==> config.mk <==
export PLATFORM = sky130hd
export DESIGN_NAME = vme_system_controller_flat
export DESIGN_NICKNAME = d
export VERILOG_FILES = /design/src/rtl/vme_pkg.sv /design/src/rtl/vme_system_controller_if.sv /design/src/rtl/vme_bus_timer.sv /design/src/rtl/vme_system_controller.sv /design/src/flat_wrapper.sv
export SDC_FILE = /design/constraint.sdc
export NUM_CORES = 1
export LEC_CHECK = 0
export BUFFER_PORTS_ARGS = -buffer_cell sky130_fd_sc_hd__buf_2
export CORE_MARGIN = 3
export CORE_UTILIZATION = 46
export CTS_CLUSTER_DIAMETER = 200
export DETAILED_ROUTE_END_ITERATION = 12
export GPL_TIMING_DRIVEN = 0
export SYNTH_ARGS = -nofsm -noshare
export SYNTH_HDL_FRONTEND = slang
export SYNTH_SLANG_ARGS = --single-unit
==> constraint.sdc <==
create_clock -name clock -period 2 [get_ports clock]
set_input_delay 0.2 -clock clock [delete_from_list [all_inputs] [get_ports clock]]
set_output_delay 0.2 -clock clock [all_outputs]
set_load 0.02 [all_outputs]
==> src/rtl/vme_pkg.sv <==
// Shared VME constants, arbiter state encoding and small priority helpers
// used by the slot-1 system controller.
package vme_pkg;

  localparam logic ACTIVE   = 1'b0;
  localparam logic INACTIVE = 1'b1;

  localparam logic DIR_IN  = 1'b0;
  localparam logic DIR_OUT = 1'b1;

  localparam logic [1:0] ST_IDLE   = 2'd0;
  localparam logic [1:0] ST_GRANT  = 2'd1;
  localparam logic [1:0] ST_BUSY   = 2'd2;
  localparam logic [1:0] ST_SETTLE = 2'd3;

  typedef enum logic [1:0] {
    IDLE   = ST_IDLE,
    GRANT  = ST_GRANT,
    BUSY   = ST_BUSY,
    SETTLE = ST_SETTLE
  } arb_state_e;

  localparam logic [5:0] AM_A32_USR_DATA = 6'h09;
  localparam logic [5:0] AM_A32_SUP_DATA = 6'h0D;
  localparam logic [5:0] AM_A16_USR      = 6'h29;
  localparam logic [5:0] AM_A16_SUP      = 6'h2D;
  localparam logic [5:0] AM_A24_USR_DATA = 6'h39;
  localparam logic [5:0] AM_A24_SUP_DATA = 6'h3D;

  // Later (higher) levels overwrite earlier ones, so the result is the top active level.
  function automatic logic [1:0] highest_level(input logic [3:0] br_n);
    logic [1:0] lvl;
    lvl = 2'd0;
    for (int i = 0; i < 4; i++) begin
      if (br_n[i] == ACTIVE) lvl = 2'(i);
    end
    return lvl;
  endfunction

  function automatic logic higher_request(input logic [3:0] br_n, input logic [1:0] lvl);
    logic hit;
    hit = 1'b0;
    for (int i = 0; i < 4; i++) begin
      if (i > int'(lvl) && br_n[i] == ACTIVE) hit = 1'b1;
    end
    return hit;
  endfunction

  function automatic logic [3:0] grant_onehot_n(input logic [1:0] lvl);
    return ~(4'b0001 << lvl);
  endfunction

endpackage

==> src/rtl/vme_system_controller_if.sv <==
// VME arbitration and bus-timer signals seen by the system controller.
// All signals are active-low as on the backplane.
interface vme_system_controller_if;
  logic [3:0] vme_br;
  logic       vme_bbsy;
  logic [1:0] vme_ds;
  logic       vme_dtack;
  logic       vme_berr_in;
  logic [3:0] vme_bg_out;
  logic       vme_bclr;
  logic       vme_berr_out;

  modport master (
    input  vme_br, vme_bbsy, vme_ds, vme_dtack, vme_berr_in,
    output vme_bg_out, vme_bclr, vme_berr_out
  );

  modport slave (
    output vme_br, vme_bbsy, vme_ds, vme_dtack, vme_berr_in,
    input  vme_bg_out, vme_bclr, vme_berr_out
  );
endinterface

==> src/rtl/vme_bus_timer.sv <==
// Global VME bus timer: counts cycles of an unanswered data strobe and
// raises BERR plus a one-cycle timeout pulse when the limit is hit.
module vme_bus_timer
  import vme_pkg::*;
#(
  parameter int TIMEOUT_CYCLES = 1600
) (
  input  logic       clock,
  input  logic       reset,
  input  logic [1:0] ds_n,
  input  logic       dtack_n,
  input  logic       berr_in_n,
  output logic       berr_out,
  output logic       timeout_pulse
);

  localparam int CW = $clog2(TIMEOUT_CYCLES + 1);
  localparam logic [CW-1:0] CNT_LAST = CW'(TIMEOUT_CYCLES - 1);
  localparam logic [CW-1:0] CNT_MAX  = CW'(TIMEOUT_CYCLES);

  logic [CW-1:0] cnt_q, cnt_d;
  logic          berr_q, berr_d;
  logic          pulse_q, pulse_d;
  logic          clear;
  logic          fire;

  // Saturating one past the fire point keeps the pulse to a single cycle.
  always_comb begin
    clear   = (ds_n == 2'b11) || (dtack_n == ACTIVE) || (berr_in_n == ACTIVE);
    fire    = !clear && (cnt_q == CNT_LAST);
    cnt_d   = cnt_q;
    berr_d  = berr_q;
    pulse_d = fire;
    if (clear) begin
      cnt_d = '0;
    end else if (cnt_q != CNT_MAX) begin
      cnt_d = cnt_q + CW'(1);
    end
    if (berr_q == ACTIVE) begin
      berr_d = (ds_n == 2'b11) ? INACTIVE : ACTIVE;
    end else if (fire) begin
      berr_d = ACTIVE;
    end
  end

  always_ff @(posedge clock or posedge reset) begin
    if (reset) begin
      cnt_q   <= '0;
      berr_q  <= INACTIVE;
      pulse_q <= 1'b0;
    end else begin
      cnt_q   <= cnt_d;
      berr_q  <= berr_d;
      pulse_q <= pulse_d;
    end
  end

  assign berr_out      = berr_q;
  assign timeout_pulse = pulse_q;

endmodule

==> src/rtl/vme_system_controller.sv <==
// Slot-1 VME system controller: BR0-BR3 priority arbiter driving the BGxIN
// chain heads and BCLR, plus the global bus timer.
module vme_system_controller
  import vme_pkg::*;
#(
  parameter int TIMEOUT_CYCLES       = 1600,
  parameter int GRANT_TIMEOUT_CYCLES = 64
) (
  input  logic                    clock,
  input  logic                    reset,
  vme_system_controller_if.master bus,
  output logic [1:0]              granted_level,
  output logic                    timeout_pulse
);

  localparam int GW = $clog2(GRANT_TIMEOUT_CYCLES + 1);
  localparam logic [GW-1:0] GRANT_LAST = GW'(GRANT_TIMEOUT_CYCLES - 1);

  logic [3:0] br_meta_q, br_s_q;
  logic       bbsy_meta_q, bbsy_s_q;
  logic [1:0] ds_meta_q, ds_s_q;
  logic       dtack_meta_q, dtack_s_q;
  logic       berr_in_meta_q, berr_in_s_q;

  // Two-flop synchronizers; idle (inactive) values during reset.
  always_ff @(posedge clock or posedge reset) begin
    if (reset) begin
      br_meta_q      <= 4'hF;
      br_s_q         <= 4'hF;
      bbsy_meta_q    <= INACTIVE;
      bbsy_s_q       <= INACTIVE;
      ds_meta_q      <= 2'b11;
      ds_s_q         <= 2'b11;
      dtack_meta_q   <= INACTIVE;
      dtack_s_q      <= INACTIVE;
      berr_in_meta_q <= INACTIVE;
      berr_in_s_q    <= INACTIVE;
    end else begin
      br_meta_q      <= bus.vme_br;
      br_s_q         <= br_meta_q;
      bbsy_meta_q    <= bus.vme_bbsy;
      bbsy_s_q       <= bbsy_meta_q;
      ds_meta_q      <= bus.vme_ds;
      ds_s_q         <= ds_meta_q;
      dtack_meta_q   <= bus.vme_dtack;
      dtack_s_q      <= dtack_meta_q;
      berr_in_meta_q <= bus.vme_berr_in;
      berr_in_s_q    <= berr_in_meta_q;
    end
  end

  arb_state_e state_q, state_d;
  logic [3:0] bg_q, bg_d;
  logic       bclr_q, bclr_d;
  logic [1:0] lvl_q, lvl_d;
  logic [GW-1:0] gcnt_q, gcnt_d;

  always_comb begin
    state_d = state_q;
    bg_d    = bg_q;
    bclr_d  = bclr_q;
    lvl_d   = lvl_q;
    gcnt_d  = gcnt_q;
    case (state_q)
      IDLE: begin
        bg_d   = 4'hF;
        bclr_d = INACTIVE;
        if (br_s_q != 4'hF && bbsy_s_q == INACTIVE) begin
          lvl_d   = highest_level(br_s_q);
          bg_d    = grant_onehot_n(highest_level(br_s_q));
          gcnt_d  = '0;
          state_d = GRANT;
        end
      end
      GRANT: begin
        gcnt_d = gcnt_q + GW'(1);
        // BBSY is checked first so a simultaneous BR drop still lands in BUSY.
        if (bbsy_s_q == ACTIVE) begin
          bg_d    = 4'hF;
          state_d = BUSY;
        end else if (br_s_q[lvl_q] == INACTIVE || gcnt_q == GRANT_LAST) begin
          bg_d    = 4'hF;
          state_d = SETTLE;
        end
      end
      BUSY: begin
        bg_d = 4'hF;
        if (bbsy_s_q == INACTIVE) begin
          bclr_d  = INACTIVE;
          state_d = SETTLE;
        end else begin
          bclr_d = higher_request(br_s_q, lvl_q) ? ACTIVE : INACTIVE;
        end
      end
      SETTLE: begin
        bg_d    = 4'hF;
        state_d = IDLE;
      end
      default: begin
        bg_d    = 4'hF;
        bclr_d  = INACTIVE;
        state_d = IDLE;
      end
    endcase
  end

  always_ff @(posedge clock or posedge reset) begin
    if (reset) begin
      state_q <= IDLE;
      bg_q    <= 4'hF;
      bclr_q  <= INACTIVE;
      lvl_q   <= 2'd0;
      gcnt_q  <= '0;
    end else begin
      state_q <= state_d;
      bg_q    <= bg_d;
      bclr_q  <= bclr_d;
      lvl_q   <= lvl_d;
      gcnt_q  <= gcnt_d;
    end
  end

  logic berr_out;

  vme_bus_timer #(
    .TIMEOUT_CYCLES(TIMEOUT_CYCLES)
  ) u_bus_timer (
    .clock        (clock),
    .reset        (reset),
    .ds_n         (ds_s_q),
    .dtack_n      (dtack_s_q),
    .berr_in_n    (berr_in_s_q),
    .berr_out     (berr_out),
    .timeout_pulse(timeout_pulse)
  );

  assign bus.vme_bg_out   = bg_q;
  assign bus.vme_bclr     = bclr_q;
  assign bus.vme_berr_out = berr_out;
  assign granted_level    = lvl_q;

endmodule

==> src/flat_wrapper.sv <==
// flat-port wrapper written by rule: the top's interface ports become plain ports
module vme_system_controller_flat import vme_pkg::*;
#(
  parameter int TIMEOUT_CYCLES       = 1600,
  parameter int GRANT_TIMEOUT_CYCLES = 64
)
  (clock, reset, granted_level, timeout_pulse, bus_vme_br, bus_vme_bbsy, bus_vme_ds, bus_vme_dtack, bus_vme_berr_in, bus_vme_bg_out, bus_vme_bclr, bus_vme_berr_out);
  vme_system_controller_if bus_i ();
  input  logic clock;
  input  logic reset;
  output logic [1:0] granted_level;
  output logic timeout_pulse;
  input wire logic [$bits(bus_i.vme_br)-1:0] bus_vme_br;
  input wire logic [$bits(bus_i.vme_bbsy)-1:0] bus_vme_bbsy;
  input wire logic [$bits(bus_i.vme_ds)-1:0] bus_vme_ds;
  input wire logic [$bits(bus_i.vme_dtack)-1:0] bus_vme_dtack;
  input wire logic [$bits(bus_i.vme_berr_in)-1:0] bus_vme_berr_in;
  output wire logic [$bits(bus_i.vme_bg_out)-1:0] bus_vme_bg_out;
  output wire logic [$bits(bus_i.vme_bclr)-1:0] bus_vme_bclr;
  output wire logic [$bits(bus_i.vme_berr_out)-1:0] bus_vme_berr_out;
  assign bus_i.vme_br = bus_vme_br;
  assign bus_i.vme_bbsy = bus_vme_bbsy;
  assign bus_i.vme_ds = bus_vme_ds;
  assign bus_i.vme_dtack = bus_vme_dtack;
  assign bus_i.vme_berr_in = bus_vme_berr_in;
  assign bus_vme_bg_out = bus_i.vme_bg_out;
  assign bus_vme_bclr = bus_i.vme_bclr;
  assign bus_vme_berr_out = bus_i.vme_berr_out;
  vme_system_controller #(.TIMEOUT_CYCLES(TIMEOUT_CYCLES), .GRANT_TIMEOUT_CYCLES(GRANT_TIMEOUT_CYCLES)) u_core (.clock(clock), .reset(reset), .bus(bus_i), .granted_level(granted_level), .timeout_pulse(timeout_pulse));
endmodule
==> results_dict.tcl, run 1 <==
set metrics [dict create \
    ys.flop_type "dfstp_2" \
    powerDensity_nw_per_um2 1020 \
    finalCriticalPeriod_ns 1.84 \
    ys_warn_count 0 \
    cap_violations 0 \
    syn_avg_cell_area_um2 11.6 \
    synth_nets 205 \
    pre_cts_ws_ns 0.165 \
    r2r-start "u_core.gcnt_q[0]$_DFFE_PP0P_" \
    fin_setup_tns_ns 0 \
    hold_start "u_core.ds_meta_q[1]$_DFF_PP1_" \
    clk_pin_slew_ns 0.09 \
    intPower_mw 1.76 \
    hold_end "u_core.ds_s_q[1]$_DFF_PP1_" \
    clock_power_share_pct 24.6 \
    skew_ns 0.00917 \
    wl_per_cell_um 14.0 \
    ys_async_sr_fraction_pct 100 \
    peakVddDrop_v 0.000458 \
    maxSlewHeadroom_pct 69.7 \
    clock_latency_ns 0.30 \
    startpoint_type "flip-flop" \
    place_hpwl_mm 2.77 \
    fin_ws_ns 0.163 \
    fp-row-count 24 \
    viasPerCell 5.52 \
    r2r_cells 5 \
    io_buffers 19 \
    setup.worst_path.end_class "flip-flop" \
    cts_resized 0 \
    critical_path_class "reg2reg" \
    diodes 0 \
    grtUsageTotal_pct 16.3 \
    drv_slew 0 \
    synth_most_common_cell "dfstp_2" \
    worst_pin_slew_ns 0.455 \
    setup-violations-final 0 \
    syn_area_um2 2180 \
    post-cts-setup-buffer-count 0 \
    htreeDepth 2 \
    drive_gt1_share_pct 31.6 \
    min_period_over_period_pct 91.9 \
    root_buffer "clkbuf_8" \
    hold_violations 0 \
    postPlaceCellArea_um2 2360 \
    clkSinkCount 47 \
    yosys-top-cells-count "24 x dfstp_2, 23 x dfrtp_1, 14 x nand2_1" \
    rsz0062_at_grt "false" \
    finalNetCount 242 \
    syn-instance-count 187 \
    place_congestion 0.798 \
    grt-ovfl-total 0 \
    grt_pass1_wl_mm 6.96 \
    switching_share_pct 32.5 \
    wirelength_mm 3.87 \
    yosys.area.top_type "dfstp_2" \
    dr.first_iter.drc_count 53 \
    synth_cell_types 46 \
    dr.pass1.iters 4 \
    pwr-share-comb_pct 29.5 \
    synth_edf_count 0 \
    outcome "finished clean" \
    start_util_pct 48.6 \
    final_util_pct 57.3 \
    cts_buffers 5 \
    vias 1528 \
    hold_class "reg2reg" \
    n_fill_cell 388 \
    syn_to_final_growth_pct 17.9 \
    clockBufferDepth 2 \
    cts_tree "done" \
    fin_area_um2 2560 \
    rrSetupSlack_ns 0.16 \
    coreArea_um2 4470 \
    r2r-end "u_core.state_q[1]$_DFFE_PP0P_" \
    final_antenna_net_count 0 \
    synthTopCellsByArea "dfstp_2 29%, dfrtp_1 26%, ha_1 4.0%" \
    crit_fanout 5 \
    ios 20 \
    grt_start_max_net_pins 33 \
    die-area_um2 5590 \
    leakagePower_nw 1.07 \
    yosysSeqAreaShare_pct 55.4 \
    die_x_um 74.8 \
    chipHeight_um 74.8 \
    holdWs_ns 0.358 \
    yosysTopAreaCellShare_pct 29.0 \
    drc 0 \
    seqPwrFrac_pct 45.9 \
    cp.required_ns 2.19 \
    holdPathStages 0 \
    cp.arrival_ns 2.03 \
    p_switching_mw 0.849 \
    grt_pass1_vias 1592 \
    antenna_found_initial 0 \
    ys_ff_latch 47 \
    max_freq_ghz 0.544 \
]
how the worst max path moves through the flow:
stage,from,cells past startpoint,endpoint
after floorplan,u_core.gcnt_q[0]$_DFFE_PP0P_,6,u_core.bus.vme_bg_out[0]$_DFFE_PP1P_
after global placement,u_core.gcnt_q[0]$_DFFE_PP0P_,5,u_core.state_q[1]$_DFFE_PP0P_
after detailed placement,u_core.gcnt_q[0]$_DFFE_PP0P_,5,u_core.state_q[1]$_DFFE_PP0P_
after CTS,u_core.gcnt_q[0]$_DFFE_PP0P_,5,u_core.state_q[1]$_DFFE_PP0P_
after global routing,u_core.u_bus_timer.cnt_q[0]$_DFFE_PP0P_,5,u_core.u_bus_timer.berr_out$_DFF_PP1_
final,u_core.gcnt_q[0]$_DFFE_PP0P_,5,u_core.state_q[1]$_DFFE_PP0P_
worst max-delay path, stage by stage (launching register included):
cell and delay, ns:
dfrtp_1 0.42, ha_1 0.26, nand3_2 0.11, or3_4 0.40, a41oi_1 0.19, mux2_2 0.35
kinds of logic (layout without fill, tap and decap cells):
logic type	after synthesis	after routing	share of synthesized area, %
buffers and inverters	16	54	3.97
adders and majority gates	7	7	4.03
and+or+nand+nor	65	65	17.2
DFF	47	47	55.4
muxes	10	10	5.64
xor gates and xnor gates	10	10	4.03
AOI/OAI and AO/OA	32	32	9.72
area by class of cell:
type                       instances  area, um2  share of cell area, %
clock inverter                     2       15.0                  0.585
clock buffer                       6       93.8                   3.66
tap                               52       65.1                   2.54
sequential                        47       1210                   47.0
inverter                          10       37.5                   1.46
multi-input combinational        124        883                   34.4
timing repair buffer              30        215                   8.39
buffer                             6       48.8                   1.90
state kept, by name, summed over array words and instances (netlist names), 2 cells and up:
signal,cells
u_core.state_q,2
u_core.br_s_q,4
u_core.br_meta_q,4
u_core.granted_level,2
u_core.ds_s_q,2
u_core.bus.vme_bg_out,4
u_core.gcnt_q,7
u_core.u_bus_timer.cnt_q,11
u_core.ds_meta_q,2
cells in the final DEF, fill, tap and decap left out, drive strengths merged, types with 2 or more instances in the layout:
cell / instances
a41oi: 2
mux2i: 4
dfstp: 24
nand2: 14
xor2: 7
nand4bb: 2
dfrtp: 23
and4: 3
mux2: 6
nand3: 10
o21ai: 10
nand3b: 2
or2: 2
a21oi: 8
nor3: 2
clkbuf: 8
o31ai: 2
a311oi: 4
or3: 2
and3: 2
nor3b: 3
dlygate4sd3: 10
xnor2: 3
nand4: 5
buf: 24
inv: 12
nor2: 11
ha: 7
routing by layer:
metal,global-route usage [%],vias up,routed length (um)
met1,20.4,772,1690
met2,27.2,18,2060
li1,-,736,-
met4,6.13,0,14
met3,4.27,2,106
met5,0,-,0
timing repair:
item	4_1_cts	5_1_grt
endpoints found under the setup margin	0	0
endpoints found under the hold margin	12	0
hold buffers	10	0
power by group through the flow:
stage / clock (mW) / combinational [mW] / sequential, mW
global placement: 0 / 0.720 / 1.21
CTS: 0.679 / 0.773 / 1.20
detailed placement: 0 / 0.754 / 1.22
floorplan: 0 / 0.532 / 1.24
finish: 0.643 / 0.770 / 1.20
global route: 0.718 / 0.861 / 1.22
stage by stage:
stage | power, mW | std cells
after global placement | 1.93 | 258
after global routing | 2.80 | 277
after detailed placement | 1.97 | 259
after CTS | 2.65 | 277
after floorplan | 1.77 | 187
final | 2.61 | 277
Note: power is estimated with default switching activity, not from simulation.
==> run 2, diff against run 1 <==
Settings changed: ABC_AREA from default to 1.
==> run 2 against run 1 <==
Design area fell by 1.6%. Synthesized cell count rose by 25%. Critical path type unchanged. Die area is 0.84% lower. Cell count up 17%. Clock-buffer cell count unchanged. Flip-flop and latch count unchanged.
==> results_dict.tcl, run 2 <==
set metrics [dict create \
    peakVddDrop_v 0.000936 \
    max_freq_ghz 0.652 \
    syn-instance-count 233 \
    crit_fanout 7 \
    setup-violations-final 0 \
    skew_ns 0.00478 \
    syn_to_final_growth_pct 17.1 \
    place_hpwl_mm 2.62 \
    grtUsageTotal_pct 14.8 \
    ys_ff_latch 47 \
    largestRegisters "u_core.u_bus_timer.cnt_q x11, u_core.gcnt_q x7" \
    dr.first_iter.drc_count 72 \
    drive_gt1_share_pct 25.8 \
    synthTopCellsByArea "dfstp_2 29%, dfrtp_1 27%, nand2_1 9.2%" \
    post-cts-setup-buffer-count 0 \
    wirelength_mm 3.54 \
    fin_ws_ns 0.467 \
    grt_pass1_wl_mm 6.43 \
    clock_latency_ns 0.29 \
    syn_avg_cell_area_um2 9.25 \
    die-area_um2 5540 \
    finalNetCount 288 \
    clkSinkCount 47 \
    cts_buffers 5 \
    fin_setup_tns_ns 0 \
    yosysSeqAreaShare_pct 55.9 \
    drc 0 \
    largest_reg_flops 11 \
    worst_pin_slew_ns 0.382 \
    fp-row-count 24 \
    drv_slew 0 \
    hold_violations 0 \
    synth_cell_types 24 \
    ys_async_sr_fraction_pct 100 \
    grt_pass1_vias 1510 \
    start_util_pct 48.5 \
    antenna_found_initial 0 \
    largest_register "u_core.u_bus_timer.cnt_q" \
    htreeDepth 2 \
    finalCriticalPeriod_ns 1.53 \
    syn_area_um2 2160 \
    pre_cts_ws_ns 0.476 \
    grt_start_max_net_pins 31 \
    dr.pass1.iters 4 \
    io_buffers 19 \
    root_buffer "clkbuf_8" \
    chipHeight_um 74.5 \
    synth_edf_count 0 \
    setup.worst_path.end_class "flip-flop" \
    grt-ovfl-total 0 \
    viasPerCell 4.85 \
    min_period_over_period_pct 76.6 \
    die_x_um 74.5 \
    place_congestion 0.844 \
    final_cell_mix "53 x nand2_1, 27 x inv_1, 24 x nand3_1, 24 x dfstp_2, 23 x dfrtp_1" \
    seq_area_um2 1210 \
    cp.arrival_ns 1.77 \
    multi_input_area_um2 826 \
    ys_warn_count 0 \
    synth_most_common_cell "nand2_1" \
    vias 1566 \
    coreArea_um2 4440 \
    critical_path_class "reg2reg" \
    cts_tree "done" \
    diodes 0 \
    n_fill_cell 404 \
    startpoint_type "flip-flop" \
    synth_nets 251 \
    clockBufferDepth 2 \
    mostFrequentLayoutCell "nand2_1" \
    ios 20 \
    yosysTopAreaCellShare_pct 29.3 \
    final_antenna_net_count 0 \
    powerDensity_nw_per_um2 1010 \
    cp.required_ns 2.24 \
    yosys-top-cells-count "53 x nand2_1, 28 x inv_1, 24 x dfstp_2, 24 x nand3_1, 23 x dfrtp_1" \
    clk_pin_slew_ns 0.08 \
    holdWs_ns 0.359 \
    maxSlewHeadroom_pct 74.5 \
    yosys.area.top_type "dfstp_2" \
    hold_class "reg2reg" \
    rsz0062_at_grt "false" \
    wl_per_cell_um 10.9 \
    ys.flop_type "dfstp_2" \
    outcome "finished clean" \
    cap_violations 0 \
    leakagePower_nw 1.20 \
]
## run 2: cell count changes after synthesis, sizes merged, moves of 4 or more
| cell | change |
|---|---|
| inv | +20 |
| nand3 | +19 |
| mux2 | -6 |
| nor3 | +4 |
| nor2 | +12 |
| nand2 | +44 |
| mux2i | -4 |
| a311oi | -4 |
## run 2: kinds of logic (layout without fill, tap and decap cells)
| logic type | after synthesis | count (layout) | synth area share [%] |
|---|---|---|---|
| AND/OR/NAND/NOR | 118 | 118 | 26.1 |
| flip-flops | 47 | 47 | 55.9 |
| buffers and inverters | 31 | 69 | 5.75 |
| AO/OA/AOI/OAI | 26 | 26 | 6.56 |
| adder cells (fa/ha/maj) | 7 | 7 | 4.06 |
| XOR/XNOR | 4 | 4 | 1.62 |
## run 2: timing repair
action | in CTS | in global routing
hold buffers | 10 | 0
resized for setup | 0 | 0
endpoints found under the hold margin | 14 | 0
## run 2: cell type report
class                           instances  area share [%]
Multi-Input combinational cell        155            32.7
Inverter                               30            4.46
Timing Repair Buffer                   30            8.53
Tap cell                               52            2.58
Sequential cell                        47            47.8
Buffer                                  1           0.446
Clock buffer                            6            2.88
Clock inverter                          2           0.595
## run 2: path summary, 6_finish.rpt
check | cells past startpoint | from | endpoint | slack [ns]
max | 8 | u_core.state_q[1]$_DFFE_PP0P_ | u_core.state_q[1]$_DFFE_PP0P_ | 0.47
min | 0 | u_core.dtack_meta_q$_DFF_PP1_ | u_core.dtack_s_q$_DFF_PP1_ | 0.36
max reg2reg | 8 | u_core.state_q[1]$_DFFE_PP0P_ | u_core.state_q[1]$_DFFE_PP0P_ | 0.47
min reg2reg | 0 | u_core.dtack_meta_q$_DFF_PP1_ | u_core.dtack_s_q$_DFF_PP1_ | 0.36
max in group asynchronous | 4 | reset | u_core.bbsy_s_q$_DFF_PP1_ | 1.02
min in group asynchronous | 3 | reset | u_core.granted_level[1]$_DFFE_PP0P_ | 0.44
## run 2: per-layer routing
metal	wire length (um)	track usage [%]	part of all wire, %	up-vias
met4	35	4.15	0.99	0
met3	166	4.32	4.7	4
li1	-	-	-	822
met2	1500	22.2	42	31
met5	0	0	0	-
met1	1830	21.0	52	709
## run 2: worst max-delay path: stages, from the launching register on
cell,delay (ns)
dfrtp_1,0.41
inv_1,0.11
ha_1,0.30
nand2_1,0.15
nor2_4,0.21
nand2_4,0.10
nand2_1,0.09
nand2_1,0.05
nand2_1,0.05
## run 2: report_power, final
part           switching [mW]  total (mW)  internal [mW]
Clock                   0.305       0.557          0.252
Combinational           0.486       0.763          0.277
Sequential              0.110        1.23           1.12
## run 2: per-stage QoR
step           total power, mW  utilization (%)  std cells  instance area (um2)
2_1_floorplan             1.80                -        233                 2160
3_3_place_gp              1.99             52.1        304                 2320
3_5_place_dp              2.00             52.6        305                 2340
4_1_cts                   2.59             56.8        323                 2520
5_1_grt                   2.76             56.8        323                 2520
6_report                  2.55             56.8        323                 2520
==> run 3, diff against run 2 <==
Settings changed: ABC_AREA 1 to 0.
Clock period 2 ns to 1.5 ns, I/O delays scaled along.
==> run 3 against run 2 <==
The flow now finishes with violations (negative setup slack). Via count rose by 7.5%. Clock skew grew 0.0039 ns. Routed wire length rose by 39%. Utilization rose by 9.9 points. Power increased by 65%.
==> results_dict.tcl, run 3 (synthesis results as in run 1) <==
set metrics [dict create \
    dpl.cell_count 258 \
    max_freq_ghz 0.618 \
    syn_to_final_growth_pct 37.0 \
    hold_violations 0 \
    seq_area_um2 1210 \
    clk_pin_slew_ns 0.10 \
    holdWs_ns 0.0476 \
    finalNetCount 269 \
    diodes 0 \
    rrSetupSlack_ns -0.12 \
    hold_class "in2async" \
    postPlaceCellArea_um2 2350 \
    grtUsageTotal_pct 18.7 \
    drive_gt1_share_pct 53.2 \
    clkSinkCount 47 \
    cap_violations 0 \
    rsz0062_at_grt "true" \
    r2r-start "u_core.state_q[1]$_DFFE_PP0P_" \
    dr.pass1.iters 4 \
    worst_pin_slew_ns 0.942 \
    outcome "finished, violations left" \
    cp-startpoint "u_core.state_q[1]$_DFFE_PP0P_" \
    critical_path_class "reg2reg" \
    coreArea_um2 4470 \
    switching_share_pct 34.4 \
    critPathCapture "u_core.state_q[1]$_DFFE_PP0P_" \
    dr.first_iter.drc_count 61 \
    setup-violations-final 13 \
    largest_register "u_core.u_bus_timer.cnt_q" \
    chipHeight_um 74.8 \
    grt_pass1_vias 1718 \
    cts_tree "done" \
    powerDensity_nw_per_um2 1410 \
    grt_pass1_wl_mm 7.89 \
    crit_fanout 7 \
    ios 20 \
    fin_ws_ns -0.119 \
    final_cell_mix "27 x buf_4, 24 x dfstp_2, 20 x dfrtp_1, 19 x buf_2, 12 x nand2_1" \
    skew_ns 0.00871 \
    intPower_mw 2.75 \
    startpoint_type "flip-flop" \
    start_util_pct 48.6 \
    mostFrequentLayoutCell "buf_4" \
    finalCriticalPeriod_ns 1.62 \
    cts_buffers 5 \
    place_congestion 0.822 \
    min_period_over_period_pct 108 \
    peakVddDrop_v 0.000671 \
    n_fill_cell 334 \
    setup.worst_path.end_class "flip-flop" \
    final_antenna_net_count 0 \
    drv_slew 0 \
    io_buffers 19 \
    failed_checks "negative setup slack" \
    seqPwrFrac_pct 38.5 \
    p_switching_mw 1.44 \
    r2r-end "u_core.state_q[1]$_DFFE_PP0P_" \
    place_hpwl_mm 2.85 \
    leakagePower_nw 1.24 \
    drc 0 \
    grt-ovfl-total 0 \
    multi_input_area_um2 1100 \
    pwr-share-comb_pct 41.9 \
    wl_per_cell_um 16.2 \
    grt_start_max_net_pins 48 \
    finalNonFillerCells 304 \
    fin_area_um2 2980 \
    antenna_found_initial 0 \
    fp-row-count 24 \
    vias 1683 \
    die_x_um 74.8 \
    viasPerCell 5.54 \
    clock_latency_ns 0.31 \
    power_mw 4.19 \
    cp.arrival_ns 1.82 \
    largest_reg_flops 11 \
    htreeDepth 2 \
    pre_cts_ws_ns -0.304 \
    clock_power_share_pct 19.6 \
    cp.required_ns 1.70 \
    r2r_cells 6 \
    maxSlewHeadroom_pct 37.1 \
    wirelength_mm 4.91 \
    root_buffer "clkbuf_8" \
    clockBufferDepth 2 \
    largestRegisters "u_core.u_bus_timer.cnt_q x11, u_core.gcnt_q x7" \
    die-area_um2 5590 \
]
run 3: cell count changes in the layout (fill, tap and decap cells not counted), sizes merged, moves of 4 or more:
cell    previous run  this run
nor2              23        11
nand3             29        10
mux2               0         6
nand2             58        14
nor3               6         2
inv               32        13
a311oi             0         4
buf               21        52
mux2i              0         4
run 3: routing by layer:
layer  wire length, um  global-route usage [%]
met4                51                    7.91
met1              2080                    22.4
met5                 0                       0
met2              2630                    32.1
met3               140                    4.54
run 3: area by class of cell:
class | count | share of cell area [%]
flip-flops and latches | 47 | 40.6
multi-input cells | 124 | 36.8
inverters | 10 | 1.34
plain buffers | 4 | 1.38
repair buffers | 59 | 14.5
well taps | 52 | 2.18
clock inverters | 3 | 0.881
clock buffers | 5 | 2.31
run 3: through the flow:
stage,util [%],TNS [ns]
2_1_floorplan,-,-0.849
3_3_place_gp,52.5,-8.10
3_5_place_dp,52.5,-3.45
4_1_cts,63.0,-0.625
5_1_grt,66.6,-1.77
6_report,66.6,-0.723
run 3: worst min-delay path by stage:
stage                    start                             endpoint  slack (ns)  depth (start not counted)
6_report                 reset  u_core.granted_level[0]$_DFFE_PP0P_        0.05                          2
5_1_grt                  reset  u_core.granted_level[0]$_DFFE_PP0P_        0.11                          2
4_1_cts                  reset  u_core.granted_level[0]$_DFFE_PP0P_        0.08                          2
3_5_place_dp   bus_vme_berr_in      u_core.berr_in_meta_q$_DFF_PP1_        0.26                          1
3_3_place_gp     bus_vme_br[0]        u_core.br_meta_q[0]$_DFF_PP1_        0.26                          1
2_1_floorplan     bus_vme_bbsy         u_core.bbsy_meta_q$_DFF_PP1_        0.15                          0
run 3: power groups by stage:
stage / registers [mW] / clock network (mW) / logic, mW
floorplan: 1.65 / 0 / 0.715
global placement: 1.61 / 0 / 0.967
detailed placement: 1.62 / 0 / 1.01
CTS: 1.61 / 0.856 / 1.43
global route: 1.64 / 0.916 / 1.89
finish: 1.61 / 0.822 / 1.75
run 3: critical path, cell delays in order, from the launching register on:
cell,delay [ns]
dfrtp_1,0.43
inv_2,0.08
buf_6,0.12
ha_4,0.19
a2bb2oi_2,0.18
a41oi_2,0.19
mux2_4,0.32
run 3: timing repair:
| action | in CTS | in global routing |
|---|---|---|
| gates resized for setup | 38 | 19 |
| hold buffers | 9 | 0 |
| endpoints found under the hold margin | 9 | 0 |
| setup endpoints to repair | 20 | 20 |
| setup buffers | 17 | 14 |
| pin swaps | 12 | 6 |
